===== src/rtl/mag_pkg.sv =====
// rtl/mag_pkg.sv - shared state encoding and widths for the magnetron controller
package mag_pkg;

    localparam int PWR_W = 4;

    typedef enum logic [2:0] {
        IDLE  = 3'd0,
        COOK  = 3'd1,
        PAUSE = 3'd2,
        DONE  = 3'd3
    } mag_state_t;

endpackage


===== src/rtl/tick_gen.sv =====
// rtl/tick_gen.sv - one-second tick prescaler, holds its count while run is low
module tick_gen #(
    parameter int TICK_DIV = 1000
) (
    input  logic clk,
    input  logic resetn,
    input  logic run,
    input  logic clr,
    output logic tick
);

    localparam int CNT_W = $clog2(TICK_DIV + 1);
    localparam logic [CNT_W-1:0] CNT_LAST = CNT_W'(TICK_DIV - 1);

    logic [CNT_W-1:0] cnt;

    assign tick = run && (cnt == CNT_LAST);

    always_ff @(posedge clk) begin
        if (!resetn || clr) begin
            cnt <= '0;
        end else if (run) begin
            cnt <= tick ? '0 : cnt + CNT_W'(1);
        end
    end

endmodule


===== src/rtl/magnetron_ctrl.sv =====
// rtl/magnetron_ctrl.sv - microwave cook timer FSM with duty-cycled magnetron and door interlock
module magnetron_ctrl
    import mag_pkg::*;
#(
    parameter int TICK_DIV = 1000,
    parameter int TIME_W   = 12,
    parameter int PWR_MAX  = 10
) (
    input  logic              clk,
    input  logic              resetn,
    input  logic              startn,
    input  logic              stopn,
    input  logic              clearn,
    input  logic              doorn,
    input  logic              load,
    input  logic [TIME_W-1:0] time_in,
    input  logic [PWR_W-1:0]  pwr_in,
    output logic              mag_on,
    output logic [TIME_W-1:0] time_left,
    output logic [2:0]        state,
    output logic              done
);

    localparam logic [PWR_W-1:0] PWR_MAX_V = PWR_W'(PWR_MAX);
    localparam logic [PWR_W-1:0] DUTY_LAST = PWR_W'(PWR_MAX - 1);

    mag_state_t        state_q, state_d;
    logic [TIME_W-1:0] time_q, time_d;
    logic [PWR_W-1:0]  power_q, power_d;
    logic [PWR_W-1:0]  duty_q, duty_d;
    logic              done_q, done_d;
    logic              en_q, en_d;
    logic              start_h, stop_h, clear_h;
    logic              start_p, stop_p, clear_p;
    logic              run, clr, tick;

    assign start_p = start_h & ~startn;
    assign stop_p  = stop_h  & ~stopn;
    assign clear_p = clear_h & ~clearn;

    tick_gen #(.TICK_DIV(TICK_DIV)) u_tick_gen (
        .clk    (clk),
        .resetn (resetn),
        .run    (run),
        .clr    (clr),
        .tick   (tick)
    );

    always_comb begin
        state_d = state_q;
        time_d  = time_q;
        power_d = power_q;
        duty_d  = duty_q;
        run     = 1'b0;
        clr     = 1'b0;
        if (clear_p) begin
            state_d = IDLE;
            time_d  = '0;
            power_d = '0;
            duty_d  = '0;
            clr     = 1'b1;
        end else begin
            case (state_q)
                IDLE: begin
                    if (start_p && (time_q != '0) && !doorn) begin
                        state_d = COOK;
                        duty_d  = '0;
                        clr     = 1'b1;
                    end else if (load) begin
                        time_d  = time_in;
                        power_d = (pwr_in > PWR_MAX_V) ? PWR_MAX_V : pwr_in;
                    end
                end
                COOK: begin
                    if (doorn || stop_p) begin
                        state_d = PAUSE;
                    end else begin
                        run = 1'b1;
                        if (tick) begin
                            time_d = time_q - TIME_W'(1);
                            duty_d = (duty_q == DUTY_LAST) ? '0 : duty_q + PWR_W'(1);
                            if (time_q == TIME_W'(1)) begin
                                state_d = DONE;
                            end
                        end
                    end
                end
                PAUSE: begin
                    // An open door outranks both buttons, so nothing moves until it closes
                    if (!doorn) begin
                        if (stop_p) begin
                            state_d = IDLE;
                            time_d  = '0;
                        end else if (start_p) begin
                            state_d = COOK;
                        end
                    end
                end
                DONE: begin
                    if (doorn || stop_p) begin
                        state_d = IDLE;
                    end
                end
                default: state_d = IDLE;
            endcase
        end
        done_d = (state_d == DONE) && (state_q != DONE);
        en_d   = (state_d == COOK) && (duty_d < power_d);
    end

    always_ff @(posedge clk) begin
        if (!resetn) begin
            state_q <= IDLE;
            time_q  <= '0;
            power_q <= '0;
            duty_q  <= '0;
            done_q  <= 1'b0;
            en_q    <= 1'b0;
            start_h <= 1'b1;
            stop_h  <= 1'b1;
            clear_h <= 1'b1;
        end else begin
            state_q <= state_d;
            time_q  <= time_d;
            power_q <= power_d;
            duty_q  <= duty_d;
            done_q  <= done_d;
            en_q    <= en_d;
            start_h <= startn;
            stop_h  <= stopn;
            clear_h <= clearn;
        end
    end

    // The door gates the registered enable directly so opening it cuts power this cycle
    assign mag_on    = en_q & ~doorn;
    assign time_left = time_q;
    assign state     = state_q;
    assign done      = done_q;

endmodule


===== config.mk =====
export PLATFORM = sky130hd
export DESIGN_NAME = magnetron_ctrl
export DESIGN_NICKNAME = d
export VERILOG_FILES = /design/src/rtl/mag_pkg.sv /design/src/rtl/tick_gen.sv /design/src/rtl/magnetron_ctrl.sv
export SDC_FILE = /design/constraint.sdc
export NUM_CORES = 1
export LEC_CHECK = 0
export CORE_AREA = 2 2 98 100
export CTS_CLUSTER_DIAMETER = 150
export DETAILED_ROUTE_END_ITERATION = 16
export DIE_AREA = 0 0 100 102
export SYNTH_ARGS = -nofsm -noshare
export SYNTH_HDL_FRONTEND = slang
export SYNTH_SLANG_ARGS = --single-unit
export TNS_END_PERCENT = 20

===== constraint.sdc =====
create_clock -name clk -period 3.8 [get_ports clk]
set_clock_uncertainty 0.15 [all_clocks]
set_input_delay 0.57 -clock clk [delete_from_list [all_inputs] [get_ports clk]]
set_output_delay 0.57 -clock clk [all_outputs]
set_load 0.1 [all_outputs]

==> results of run 1 <==
through the flow:
stage	power, mW	worst slack, ps	std cells
global route	0.996	583	412
global placement	0.601	604	405
CTS	0.958	770	412
floorplan	0.547	482	266
finish	0.946	756	412
detailed placement	0.602	509	405
final timing paths:
| path | start | to | slack (ps) | depth (start not counted) |
|---|---|---|---|---|
| worst min-delay path | u_tick_gen.cnt[9] | u_tick_gen.cnt[9] | 340 | 2 |
| worst min register to register | u_tick_gen.cnt[9] | u_tick_gen.cnt[9] | 340 | 2 |
| worst max-delay path | time_left[0] | en_q | 760 | 10 |
| worst max register to register | time_left[0] | en_q | 760 | 10 |
layout by cell type (no fill, tap or decap), types with 4 or more instances in the layout:
master / Yosys / routed
nor2_1: 38 / 38
dfxtp_1: 38 / 38
clkdlybuf4s50_1: 0 / 38
a21oi_1: 19 / 19
o21ai_0: 18 / 18
nand2_1: 16 / 16
nand2b_1: 8 / 8
nand3_1: 8 / 8
ha_1: 8 / 8
inv_1: 7 / 7
xor2_1: 7 / 7
nor2b_1: 6 / 6
a32o_1: 6 / 6
a22oi_1: 6 / 6
clkbuf_8: 0 / 6
and2_1: 5 / 5
a211oi_1: 5 / 5
nand3b_1: 4 / 4
or3_1: 4 / 4
nor3_1: 4 / 4
tightest hold or removal path: stages, from the launching register on:
cell	delay (ps)
dfxtp_1	320
o21ai_0	70
a21oi_1	60
routing by layer:
metal,wire (um),share of wire,vias up,GRT usage
li1,-,-,1033,-
met1,2860,0.51,944,0.158
met2,2460,0.44,56,0.174
met3,290,0.052,2,0.0321
met4,20,0.0036,0,0.0285
met5,0,0,-,0
logic make-up after synthesis:
| logic type | synth area share |
|---|---|
| AO/OA/AOI/OAI | 0.221 |
| XOR/XNOR | 0.0395 |
| adder cells (fa/ha/maj) | 0.0452 |
| buffers and inverters | 0.0423 |
| flip-flops | 0.343 |
| multiplexers | 0.0198 |
| other | 0.00169 |
| AND/OR/NAND/NOR | 0.287 |
power groups by stage:
stage	Sequential, mW	Combinational [mW]	Clock [mW]
floorplan	0.465	0.0819	0
global placement	0.427	0.175	0
detailed placement	0.427	0.175	0
CTS	0.417	0.176	0.364
global route	0.420	0.189	0.386
finish	0.418	0.177	0.351
registers in the layout, indices dropped and copies added (netlist names), 3 cells and up:
| name | flops |
|---|---|
| time_left | 12 |
| power_q | 4 |
| state | 3 |
| u_tick_gen.cnt | 10 |
| duty_q | 4 |
final cells by class:
| type | count | area (um^2) | area share |
|---|---|---|---|
| Clock buffer | 6 | 82.6 | 0.0295 |
| Clock inverter | 1 | 30.0 | 0.0107 |
| Inverter | 7 | 26.3 | 0.00940 |
| Multi-Input combinational cell | 209 | 1360 | 0.487 |
| Sequential cell | 38 | 761 | 0.272 |
| Tap cell | 111 | 139 | 0.0497 |
| Timing Repair Buffer | 40 | 395 | 0.141 |
==> summary.txt, run 1 <==
status: complete, no violations
Critical Path, Cell by Cell: inv_1, ha_1, nor3b_1, nand3_1, a21oi_2, mux2_2, nand2_1, ha_1, a21oi_1, o2111a_1
crit path buf inv count: 1
Netlist cell types: 52
Root Buffer: clkbuf_8
placed instance area: 0.00268 mm^2
Fill cells: 957
vias per cell: 4.94
Nets: 332
syn avg cell area: 8.33 um^2
clock buffer depth: 2
Synth area leaders: dfxtp_1, nor2_1, ha_1
PortBufs: 39
flops & latches, synth: 38
Fin Setup TNS: 0 ps
Vias: 2035
Sw Share: 0.279
share of cells above drive strength 1: 0.0764
Yosys top cell area share: 0.343
Final Hold Slack: 342 ps
CP endpoint kind: flop
clock period minus worst slack: 3040 ps
aggregate global-route resource usage: 0.114
Worst path max stage delay: 470 ps
full die area: 0.0102 mm^2
Slew Limit Fails: 0
post-DP HPWL: 4.14 mm
post-CTS setup buffer count: 0
final hold vios: 0
Hold Path Class: flop to flop
sequential share of power: 0.442
switching power: 264 uW
vias in the first global route: 1888
clock sinks: 38
yosys warns: 0
CP required: 3880 ps
slowest CP cell: nor3b_1
Core Util, Final: 0.307
H-tree lvl count: 2
post-route ant nets: 0
largest net degree at the start of global routing: 25
routability cong.: 0.885
hold buffers post-CTS: 0
Worst-Margin Slew: 986 ps
post-route DRC violation count: 0
Die W: 100 um
PostCTS Resize Cnt: 0
Fmax: 0.328 GHz
fin area: 0.00280 mm^2
Main synth FF type: dfxtp_1
syn_nets: 297
PD cells: 338 mW/mm^2
Clock Pin Slew Worst Setup and Hold Paths: 70 ps
maximum capacitance violations: 0
Avg WL per Cell: 13.7 um
CP top delay family: simple AND/OR/NAND/NOR gates
P_int: 681 uW
I/O pins: 40
antenna cells: 0
clk_lat worst skew: 290 ps
peak supply drop: 0.000135 V
CP dominant cell by count: ha_1
Clk pwr share: 0.372
top cells by count, synth: dfxtp_1, nor2_1, a21oi_1, o21ai_0, nand2_1
Crit Path Max Fanout: 5
P&R area growth vs syn: 26.1%
post-synthesis cell area: 0.00222 mm^2
Logic pwr share: 0.187
grt ovf: 0
unrepaired setup endpoints after global routing: no
Core ar.: 0.00911 mm^2
Crit Path Class: flop to flop
Synth async-reset ratio: 0
die height: 102 um
Worst setup SP type: flop
Pleak: 0.988 nW
clock tree from TritonCTS: done
drt first pass iters: 4
Initial Utilization: 0.243
initial detailed-routing violation count: 177
Post-Synthesis Cells: 266
Seq/Total Area, Yosys: 0.343
area leader, netlist: dfxtp_1
data arrival time of the critical path: 3130 ps
initial antenna violation count: 0
Routed WL: 5.62 mm
first-pass GRT wire length: 9.30 mm
relative slew slack: 0.341
CTS buffer count: 5
number of flops mapped to enable cells by yosys: 0
part of the cycle the worst path needs: 0.801
placement row count: 35
final setup vio count: 0
No activity file was read; power rests on OpenSTA's default activity.
==> run 2: changes to the inputs <==
Clock period 3.8 ns to 2.5 ns, I/O delays scaled along.
==> summary.txt, run 2 (synthesized netlist as in run 1, its figures left out) <==
status: complete, no violations
CP endpoint kind: flop
PD cells: 457 mW/mm^2 (+35%)
die height: 102 um (unchanged)
grt ovf: 0 (unchanged)
Vias: 2273 (+12%)
max FFs per register: 12 (unchanged)
Crit Path Class: flop to flop
full die area: 0.0102 mm^2 (unchanged)
clock period minus worst slack: 2400 ps (-644 ps)
worst setup margin: 99.9 ps (-656 ps)
DP Worst Slack: -363 ps (-872 ps)
first-pass GRT wire length: 10.2 mm (+9.8%)
PortBufs: 39 (unchanged)
CP dominant cell by count: ha_4
H-tree lvl count: 2 (unchanged)
most frequent cells in the layout: buf_4, nor2_1, dfxtp_1, clkdlybuf4s50_1
initial antenna violation count: 0 (unchanged)
Hold Path Class: input port to flop
part of the cycle the worst path needs: 0.960 (+0.159)
clock tree from TritonCTS: done
Worst path max stage delay: 360 ps (-110 ps)
peak supply drop: 0.000302 V (+120%)
Die W: 100 um (unchanged)
GR peak layer: met2
Routed WL: 6.47 mm (+15%)
Tot Pwr: 1.55 mW (+64%)
CTS buffer count: 5 (unchanged)
Sw Share: 0.287 (+0.00767)
Pleak: 1.35 nW (+37%)
vias in the first global route: 2164 (+15%)
P&R area growth vs syn: 53.3%
Crit Path Max Fanout: 4 (-1)
setup slack, reg-to-reg: 100 ps (-660 ps)
Slew Limit Fails: 0 (unchanged)
sequential share of power: 0.405 (-0.037)
aggregate global-route resource usage: 0.125 (+0.0113)
relative slew slack: 0.366 (+0.0250)
hold buffers post-CTS: 0 (unchanged)
drt first pass iters: 4 (unchanged)
Worst setup SP type: flop
data arrival time of the critical path: 2440 ps (-690 ps)
post-DP HPWL: 4.73 mm (+14%)
Root Buffer: clkbuf_8
Fill cells: 941 (-1.7%)
P_int: 1.11 mW (+62%)
clk_lat worst skew: 290 ps (about the same)
Logic pwr share: 0.219 (+0.032)
Worst-Margin Slew: 948 ps (-37.4 ps)
clock buffer depth: 2 (unchanged)
antenna cells: 0 (unchanged)
Critical Path, Cell by Cell: inv_4, ha_4, nor3b_4, and2_4, a21o_1, o21bai_4, o21ai_4, a21oi_4, ha_4, o211ai_1, o2111a_1
post-route ant nets: 0 (unchanged)
Initial Utilization: 0.243 (unchanged)
largest net degree at the start of global routing: 15 (-40%)
I/O pins: 40 (unchanged)
Avg WL per Cell: 14.0 um (+2.4%)
Clock Pin Slew Worst Setup and Hold Paths: 80 ps (about the same)
Fmax: 0.417 GHz (+27%)
post-route DRC violation count: 0 (unchanged)
vias per cell: 4.91 (-0.61%)
placement row count: 35 (unchanged)
maximum capacitance violations: 0 (unchanged)
CP required: 2540 ps (-1340 ps)
clock sinks: 38 (unchanged)
Nets: 382 (+15%)
met2 Use GR: 0.200 (+0.0255)
met1 Track Usage GR: 0.173 (+0.0142)
most common cell after layout, fill and taps aside: buf_4
share of cells above drive strength 1: 0.378 (+0.301)
final setup vio count: 0 (unchanged)
crit path buf inv count: 1 (unchanged)
switching power: 446 uW (+69%)
Clk pwr share: 0.376 (+0.004)
final hold vios: 0 (unchanged)
initial detailed-routing violation count: 135 (-24%)
Fin Setup TNS: 0 ps (unchanged)
M3 GR Usage: 0.0239 (-0.00821)
Core ar.: 0.00911 mm^2 (unchanged)
routability cong.: 0.881 (-0.46%)
slowest CP cell: dfxtp_4
CP top delay family: compound AO/OA/AOI/OAI gates
[run 2: changes by cell type in the layout (fill, tap and decap cells not counted), sizes merged]
cell,change
dlymetal6s2s,+3
bufinv,-1
buf,+66
clkbuf,+2
clkdlybuf4s50,-19
[run 2: area by class of cell]
cell class | instances | area (um^2) | share of cell area
Clock buffer | 8 | 133 | 0.0390
Sequential cell | 38 | 797 | 0.235
Timing Repair Buffer | 90 | 751 | 0.221
Inverter | 7 | 31.3 | 0.00921
Tap cell | 111 | 139 | 0.0409
Multi-Input combinational cell | 209 | 1550 | 0.455
[run 2: final timing paths]
path                     startpoint                 to  cells after the start
hold reg to reg   u_tick_gen.cnt[9]  u_tick_gen.cnt[9]                      2
setup / recovery       time_left[0]               en_q                     11
setup reg to reg       time_left[0]               en_q                     11
hold / removal               clearn            clear_h                      2
[run 2: power by group through the flow]
stage	clock, mW	combinational, mW	sequential (mW)
detailed placement	0	0.318	0.643
finish	0.583	0.340	0.630
CTS	0.592	0.325	0.629
global placement	0	0.315	0.643
global route	0.622	0.365	0.632
floorplan	0	0.130	0.708
[run 2: worst reg2reg max path, stage by stage (launching register included)]
cell and delay [ps]:
dfxtp_4 360, inv_4 40, ha_4 150, nor3b_4 160
and2_4 180, a21o_1 210, o21bai_4 190, o21ai_4 200
a21oi_4 80, ha_4 270, o211ai_1 80, o2111a_1 230
[run 2: routing by layer]
layer	wire [um]	vias to the layer above
met2	3010	72
met3	378	4
met5	0	-
li1	-	1133
met1	3030	1064
met4	50	0
[run 2: per-stage QoR]
step / std cells / hold WS [ps] / cell area, um^2 / utilization
2_1_floorplan: 266 / 298 / 2280 / -
3_3_place_gp: 448 / 328 / 3040 / 0.334
3_5_place_dp: 448 / 333 / 3040 / 0.334
4_1_cts: 457 / 347 / 3200 / 0.351
5_1_grt: 463 / 220 / 3400 / 0.373
6_report: 463 / 201 / 3400 / 0.373
[run 2: repair_timing]
item / 4_1_cts / 5_1_grt
setup buffers: 1 / 6
hold endpoints to repair: 0 / 0
endpoints found under the setup margin: 1 / 13
pin swaps: 1 / 9
gates resized for setup: 3 / 36
